===== src/rtl/cache_mem_pkg.sv =====
// Shared types and constants for the cache/memory arbiter: FSM states,
// owner encoding and the line-offset width derivation.
package cache_mem_pkg;

  typedef enum logic [1:0] {
    IDLE     = 2'd0,
    BURST_IC = 2'd1,
    BURST_DC = 2'd2
  } state_e;

  localparam logic OWN_IC = 1'b0;
  localparam logic OWN_DC = 1'b1;

  // Byte-offset bits within a line of 4-byte words.
  function automatic int off_w(input int line_words);
    return $clog2(line_words) + 2;
  endfunction

endpackage


===== src/rtl/cache_mem_arbiter.sv =====
// Shares one main-memory port between I-cache refill and D-cache
// refill/writeback; each grant is a whole-line burst, round-robin on ties.
module cache_mem_arbiter
  import cache_mem_pkg::*;
#(
  parameter int ADDR_W     = 32,
  parameter int DATA_W     = 32,
  parameter int LINE_WORDS = 4
) (
  input  logic              clock,
  input  logic              reset,
  input  logic              ic_req,
  input  logic [ADDR_W-1:0] ic_addr,
  output logic              ic_gnt,
  output logic              ic_rvalid,
  output logic [DATA_W-1:0] ic_rdata,
  output logic              ic_done,
  input  logic              dc_req,
  input  logic              dc_we,
  input  logic [ADDR_W-1:0] dc_addr,
  input  logic [DATA_W-1:0] dc_wdata,
  output logic              dc_gnt,
  output logic              dc_wnext,
  output logic              dc_rvalid,
  output logic [DATA_W-1:0] dc_rdata,
  output logic              dc_done,
  output logic              mem_req,
  output logic              mem_we,
  output logic [ADDR_W-1:0] mem_addr,
  output logic [DATA_W-1:0] mem_wdata,
  input  logic              mem_ack,
  input  logic [DATA_W-1:0] mem_rdata
);

  localparam int OFF_W = off_w(LINE_WORDS);
  localparam int CNT_W = (LINE_WORDS > 1) ? $clog2(LINE_WORDS) : 1;
  localparam logic [CNT_W-1:0]  CNT_LAST = CNT_W'(LINE_WORDS - 1);
  localparam logic [ADDR_W-1:0] OFF_MASK = ADDR_W'((64'd1 << OFF_W) - 64'd1);

  state_e            state_q, state_d;
  logic              last_q, last_d;
  logic [ADDR_W-1:0] base_q, base_d;
  logic [CNT_W-1:0]  cnt_q, cnt_d;
  logic              we_q, we_d;

  logic in_burst, is_ic, is_dc, final_ack;

  assign is_ic     = (state_q == BURST_IC);
  assign is_dc     = (state_q == BURST_DC);
  assign in_burst  = is_ic | is_dc;
  assign final_ack = in_burst & mem_ack & (cnt_q == CNT_LAST);

  always_comb begin
    logic take_dc;
    take_dc = 1'b0;
    state_d = state_q;
    last_d  = last_q;
    base_d  = base_q;
    cnt_d   = cnt_q;
    we_d    = we_q;
    case (state_q)
      IDLE: begin
        if (ic_req | dc_req) begin
          // On a tie the requester not served last wins.
          take_dc = dc_req & (~ic_req | (last_q == OWN_IC));
          state_d = take_dc ? BURST_DC : BURST_IC;
          last_d  = take_dc ? OWN_DC : OWN_IC;
          base_d  = (take_dc ? dc_addr : ic_addr) & ~OFF_MASK;
          cnt_d   = '0;
          we_d    = take_dc & dc_we;
        end
      end
      BURST_IC, BURST_DC: begin
        if (mem_ack) begin
          cnt_d = cnt_q + 1'b1;
          if (cnt_q == CNT_LAST) state_d = IDLE;
        end
      end
      default: state_d = IDLE;
    endcase
  end

  always_ff @(posedge clock) begin
    if (reset) begin
      state_q <= IDLE;
      last_q  <= OWN_IC;
      cnt_q   <= '0;
    end else begin
      state_q <= state_d;
      last_q  <= last_d;
      cnt_q   <= cnt_d;
    end
  end

  // Line base and direction only matter while a burst is live.
  always_ff @(posedge clock) begin
    base_q <= base_d;
    we_q   <= we_d;
  end

  assign mem_req   = in_burst;
  assign mem_we    = is_dc & we_q;
  assign mem_addr  = in_burst ? (base_q + ADDR_W'({cnt_q, 2'b00})) : '0;
  assign mem_wdata = in_burst ? dc_wdata : '0;

  assign ic_gnt    = is_ic;
  assign ic_rvalid = is_ic & mem_ack;
  assign ic_rdata  = ic_rvalid ? mem_rdata : '0;
  assign ic_done   = is_ic & final_ack;

  assign dc_gnt    = is_dc;
  assign dc_rvalid = is_dc & ~we_q & mem_ack;
  assign dc_wnext  = is_dc & we_q & mem_ack;
  assign dc_rdata  = dc_rvalid ? mem_rdata : '0;
  assign dc_done   = is_dc & final_ack;

endmodule


===== config.mk =====
export PLATFORM = sky130hd
export DESIGN_NAME = cache_mem_arbiter
export DESIGN_NICKNAME = d
export VERILOG_FILES = /design/src/rtl/cache_mem_pkg.sv /design/src/rtl/cache_mem_arbiter.sv
export SDC_FILE = /design/constraint.sdc
export NUM_CORES = 1
export LEC_CHECK = 0
export BUFFER_PORTS_ARGS = -buffer_cell sky130_fd_sc_hd__buf_2
export CAP_MARGIN = 20
export CORE_AREA = 2 2 106 108
export DETAILED_ROUTE_END_ITERATION = 6
export DIE_AREA = 0 0 108 110
export PLACE_DENSITY = 0.64
export SKIP_CTS_REPAIR_TIMING = 1
export SYNTH_ARGS = -nofsm -noshare
export SYNTH_HDL_FRONTEND = slang
export SYNTH_SLANG_ARGS = --single-unit

===== constraint.sdc =====
create_clock -name clock -period 3.5 [get_ports clock]
set_input_delay 0.35 -clock clock [delete_from_list [all_inputs] [get_ports clock]]
set_output_delay 0.35 -clock clock [all_outputs]
set_load 0.02 [all_outputs]

## Word level (Yosys, flattened, before mapping)

Cells that the tools add are included.

| storage, ports and cells | value |
|---|---|
| flip-flop bits (word level) | 34 |
| input port bits | 134 |

| operators by class | value |
|---|---|
| add/subtract/negate cells | 2 |
| equal/unequal tests | 6 |
| multiplexer cells | 14 |
| bitwise operators | 17 |
| reduce and logical (&&, ||, !) cells | 6 |

Operators by type and width:

| cell | count |
|---|---|
| 2-to-1 mux 32 bit | 5 |
| adder 32 x 4 -> 32 bit | 1 |
| 2-to-1 mux 2 bit | 6 |
| AND 1 bit | 11 |
| case mux 2 bit (2 select lines) | 2 |
| != test 2 bit (second input constant) | 3 |
| AND reduction 3 bit | 2 |
| equality test 2 bit (second input constant) | 2 |
| inverter 1 bit | 3 |
| bitwise OR 1 bit | 3 |
| adder 2 x 1 -> 2 bit (second input constant) | 1 |
| equality test 2 x 1 -> 1 bit (second input constant) | 1 |
| zero test 2 bit | 1 |
| AND reduction 2 bit | 1 |
| nonzero test 2 bit | 1 |
| OR reduction 2 bit | 1 |
| 2-to-1 mux 1 bit | 1 |

## Logic depth before layout (Yosys ltp)

| depth | value |
|---|---|
| depth in word-level cells | 6 |
| mapped depth | 6 |

## Worst setup path before layout

No wires, ideal clock.

| timing path | value |
|---|---|
| path kind | flip-flop to output port |
| from | register state_q[0] |
| to | output dc_rdata[12] |
| arrival | 1.616 ns |
| required time | 3.150 ns |
| slack | 1.534 ns |
| cell stages (with the launch flop) | 7 |
| path buffers | 1 |
| path through | dfxtp_1 inv_1 ha_1 nand2_1 nor2_1 clkbuf_1 and2_1 |

| between the ends | value |
|---|---|
| longest elaborated chain between the ends | 4 |

Ends and longest elaborated chain:

| element | RTL line | RTL |
|---|---|---|
| start, declared | cache_mem_arbiter.sv:40 | `state_e state_q, state_d;` |
| start signal, assigned | cache_mem_arbiter.sv:89 | `state_q <= state_d;` |
| equality test 2 bit | cache_mem_arbiter.sv:49 | `assign is_dc = (state_q == BURST_DC);` |
| via dc_gnt | cache_mem_arbiter.sv:22 | `output logic dc_gnt,` |
| AND 1 bit (2 in series) | cache_mem_arbiter.sv:112 | `assign dc_rvalid = is_dc & ~we_q & mem_ack;` |
| via dc_rvalid | cache_mem_arbiter.sv:24 | `output logic dc_rvalid,` |
| 2-to-1 mux 32 bit | cache_mem_arbiter.sv:114 | `assign dc_rdata = dc_rvalid ? mem_rdata : '0;` |
| end, declared | cache_mem_arbiter.sv:25 | `output logic [DATA_W-1:0] dc_rdata,` |

The timed path passes the listed nets, and every way through them passes these cells.

## Final worst setup path

| timing path | value |
|---|---|
| from | register state_q[0] |
| to | output mem_addr[30] |

| between the ends | value |
|---|---|
| longest elaborated chain between the ends | 3 |

Ends and longest elaborated chain:

| element | RTL line | RTL |
|---|---|---|
| equality test 2 x 1 -> 1 bit or equality test 2 bit (tied branches) | cache_mem_arbiter.sv:48, cache_mem_arbiter.sv:49 |  |
| bitwise OR 1 bit (*) | cache_mem_arbiter.sv:50 | `assign in_burst = is_ic \| is_dc;` |
| 2-to-1 mux 32 bit (*) | cache_mem_arbiter.sv:103 | `assign mem_addr = in_burst ? (base_q + ADDR_W'({cnt_q, 2'b00})) : '0;` |
| end, declared | cache_mem_arbiter.sv:29 | `output logic [ADDR_W-1:0] mem_addr,` |

Mark *: on every way between the ends. The rest lies on a longest branch, timed or not.

==> flow_summary.json <==
{
  "outcome": "finished clean",
  "ir_drop_mv": 0.2174,
  "clockRootBuffer": "clkbuf_8",
  "finalHoldViolCount": 0,
  "maxSlewHeadroom_pct": 33.75,
  "crit_required_ns": 3.15,
  "crit_arrival_ns": 2.06,
  "gr-usage-all-layers_pct": 11.83,
  "setup_violations": 0,
  "synth_top_area_cell": "edfxtp_1",
  "cp-start-kind": "register",
  "hold_ws_ns": 0.3052,
  "multi_input_area_mm2": 0.001363,
  "register_area_um2": 970.9,
  "cts_tree": "built",
  "synthAdderAreaFrac_pct": 2.057,
  "area_growth_pct": 61.54,
  "synthTopCellsByArea": "edfxtp_1 (36%), and2_1 (25%), mux2_1 (12%)",
  "ant_nets": 0,
  "fill_cells": 1123,
  "final.min_clock_period_ns": 2.410,
  "synth_compound_area_share_pct": 3.599,
  "avgRoutedWirePerCell_um": 12.66,
  "gp_congestion": 0.7263,
  "hold_path.class": "in2reg",
  "clock_skew_ns": 0.003366,
  "cts_buffer_depth": 2,
  "core-area_mm2": 0.01070,
  "path_max_fanout": 70,
  "power.density_mw_per_mm2": 421.3,
  "synth_xor_area_share_pct": 0,
  "synth_top_family_by_area": "simple AND/OR/NAND/NOR gates",
  "synth_flop_cell": "edfxtp_1",
  "clkTransAtPathRegs_ns": 0.08,
  "drc": 0,
  "yosysWarnings": 0,
  "antenna-diode-count": 0,
  "antenna_found_initial": 0,
  "r2r_end": "state_q[0]",
  "drt-total-wl_um": 8080,
  "dp_hpwl_um": 6376,
  "synth_common_cells": "and2_1 (97), and3_1 (34), edfxtp_1 (29)",
  "clock_latency_ns": 0.28,
  "die_area_mm2": 0.01188,
  "drt_pass1_iterations": 4,
  "slew_viol_final": 0,
  "cellLeakagePower_nw": 2.289,
  "r2r_start": "state_q[0]",
  "drt_iter0_drc": 102,
  "cp-end-kind": "output port",
  "path_class": "reg2out",
  "rows": 38,
  "finalCritPeriodShare_pct": 68.85,
  "cp-startpoint": "state_q[0]",
  "reg2reg_depth": 5,
  "avgSynthCellArea_um2": 9.773,
  "yosys.area.top_type_share_pct": 35.78,
  "worstHoldEndpoint": "cnt_q[0]",
  "io_pins": 271,
  "grt_pass1_wl_um": 11170,
  "gr-total-overflow": 0,
  "min_path_cells": 2,
  "vias_per_cell": 4.241,
  "ys_ff_latch": 34,
  "setup_tns_ns": 0,
  "async_reset_ff_share_pct": 0,
  "max_freq_mhz": 415.0,
  "die_height_um": 110,
  "min_from": "reset",
  "grt_pass1_vias": 2377,
  "synthesis.area_mm2": 0.002434,
  "rsz0062_at_grt": "false",
  "reg2reg_slack_ns": 1.36,
  "synthCells": 249,
  "cap_violations": 0,
  "fin_nets": 635,
  "synth.most_common_cell": "and2_1",
  "vias": 2706,
  "drive_above_1_share_pct": 55.42,
  "synth-edff-count": 29,
  "initial_core_util_pct": 22.75,
  "max_slew.worst_pin.slew_ns": 0.9937,
  "synth_cell_types": 29,
  "htree_levels": 2,
  "cts_buffers": 5,
  "ys_seq_area_share_pct": 39.90,
  "clock-sinks": 34,
  "die_w_um": 108,
  "muxShareOfSynthArea_pct": 12.96,
  "port_buffers": 260,
  "grt_max_degree": 71,
  "synth-simple-area-share_pct": 36.66
}
-- per-stage QoR --
stage	utilization (%)	power (mW)	worst slack, ns	std cells	instance area (um2)
after floorplan	-	1.067	1.534	250	2437
after global placement	35.86	1.356	1.361	630	3836
after detailed placement	35.86	1.370	1.283	630	3836
after CTS	36.75	1.693	0.9715	638	3931
after global routing	36.75	1.769	0.8549	638	3931
final	36.75	1.656	1.090	638	3931
-- cell families (layout without fill, tap and decap cells) --
logic type      Yosys count  after routing
simple gates            144            144
compound gates           13             13
flops                    34             34
fa+ha+maj                 4              4
other cells               1              2
mux                      28             28
buf+inv                  25            273
-- report_power, final --
group,leakage (nW),internal (mW),switching [mW]
logic,1.91,0.295,0.499
registers,0.328,0.532,0.0191
clock network,0.0472,0.158,0.152
-- layer usage --
layer | track usage (%) | vias up | share of wire [%]
met5 | 0 | - | 0
met4 | 2.564 | 0 | 0.63
met3 | 2.822 | 4 | 9.5
met2 | 22.69 | 134 | 53
met1 | 13.24 | 1231 | 37
li1 | - | 1337 | -
-- final cells by class --
cell class | count | area share (%)
Inverter | 3 | 0.2864
Tap cell | 140 | 4.456
Timing Repair Buffer | 262 | 33.48
Clock inverter | 2 | 0.3183
Sequential cell | 34 | 24.70
Clock buffer | 6 | 2.101
Multi-Input combinational cell | 191 | 34.66
-- worst max-delay path by stage --
stage | end | slack, ns | cells after the start
2_1_floorplan | dc_rdata[12] | 1.53 | 6
3_3_place_gp | mem_wdata[20] | 1.36 | 4
3_5_place_dp | state_q[0] | 1.28 | 5
4_1_cts | mem_wdata[20] | 0.97 | 4
5_1_grt | ic_done | 0.85 | 4
6_report | mem_addr[30] | 1.09 | 4
-- cells in the final DEF (no fill, tap or decap), drive strengths merged --
cell      count
buf         262
and2         97
and3         34
edfxtp       29
mux2         28
clkbuf        6
dfxtp         5
nand2         4
ha            4
nor2          3
inv           3
o21ai         3
a21oi         3
conb          2
a21boi        2
o21a          1
nor3b         1
nand3b        1
a311oi        1
nand3         1
nor2b         1
o311ai        1
o31ai         1
or3           1
a31oi         1
or3b          1
clkinv        1
clkinvlp      1
-- critical path, stage by stage (launching register included) --
cell	delay, ns
dfxtp_1	0.36
inv_1	0.08
ha_2	0.91
and2_1	0.24
buf_2	0.17
-- state kept, by name (all words and copies together) (netlist names) --
signal and flops:
base_q 28, cnt_q 2, last_q 1, state_q 2, we_q 1
Power figures use the tool's default switching activity.
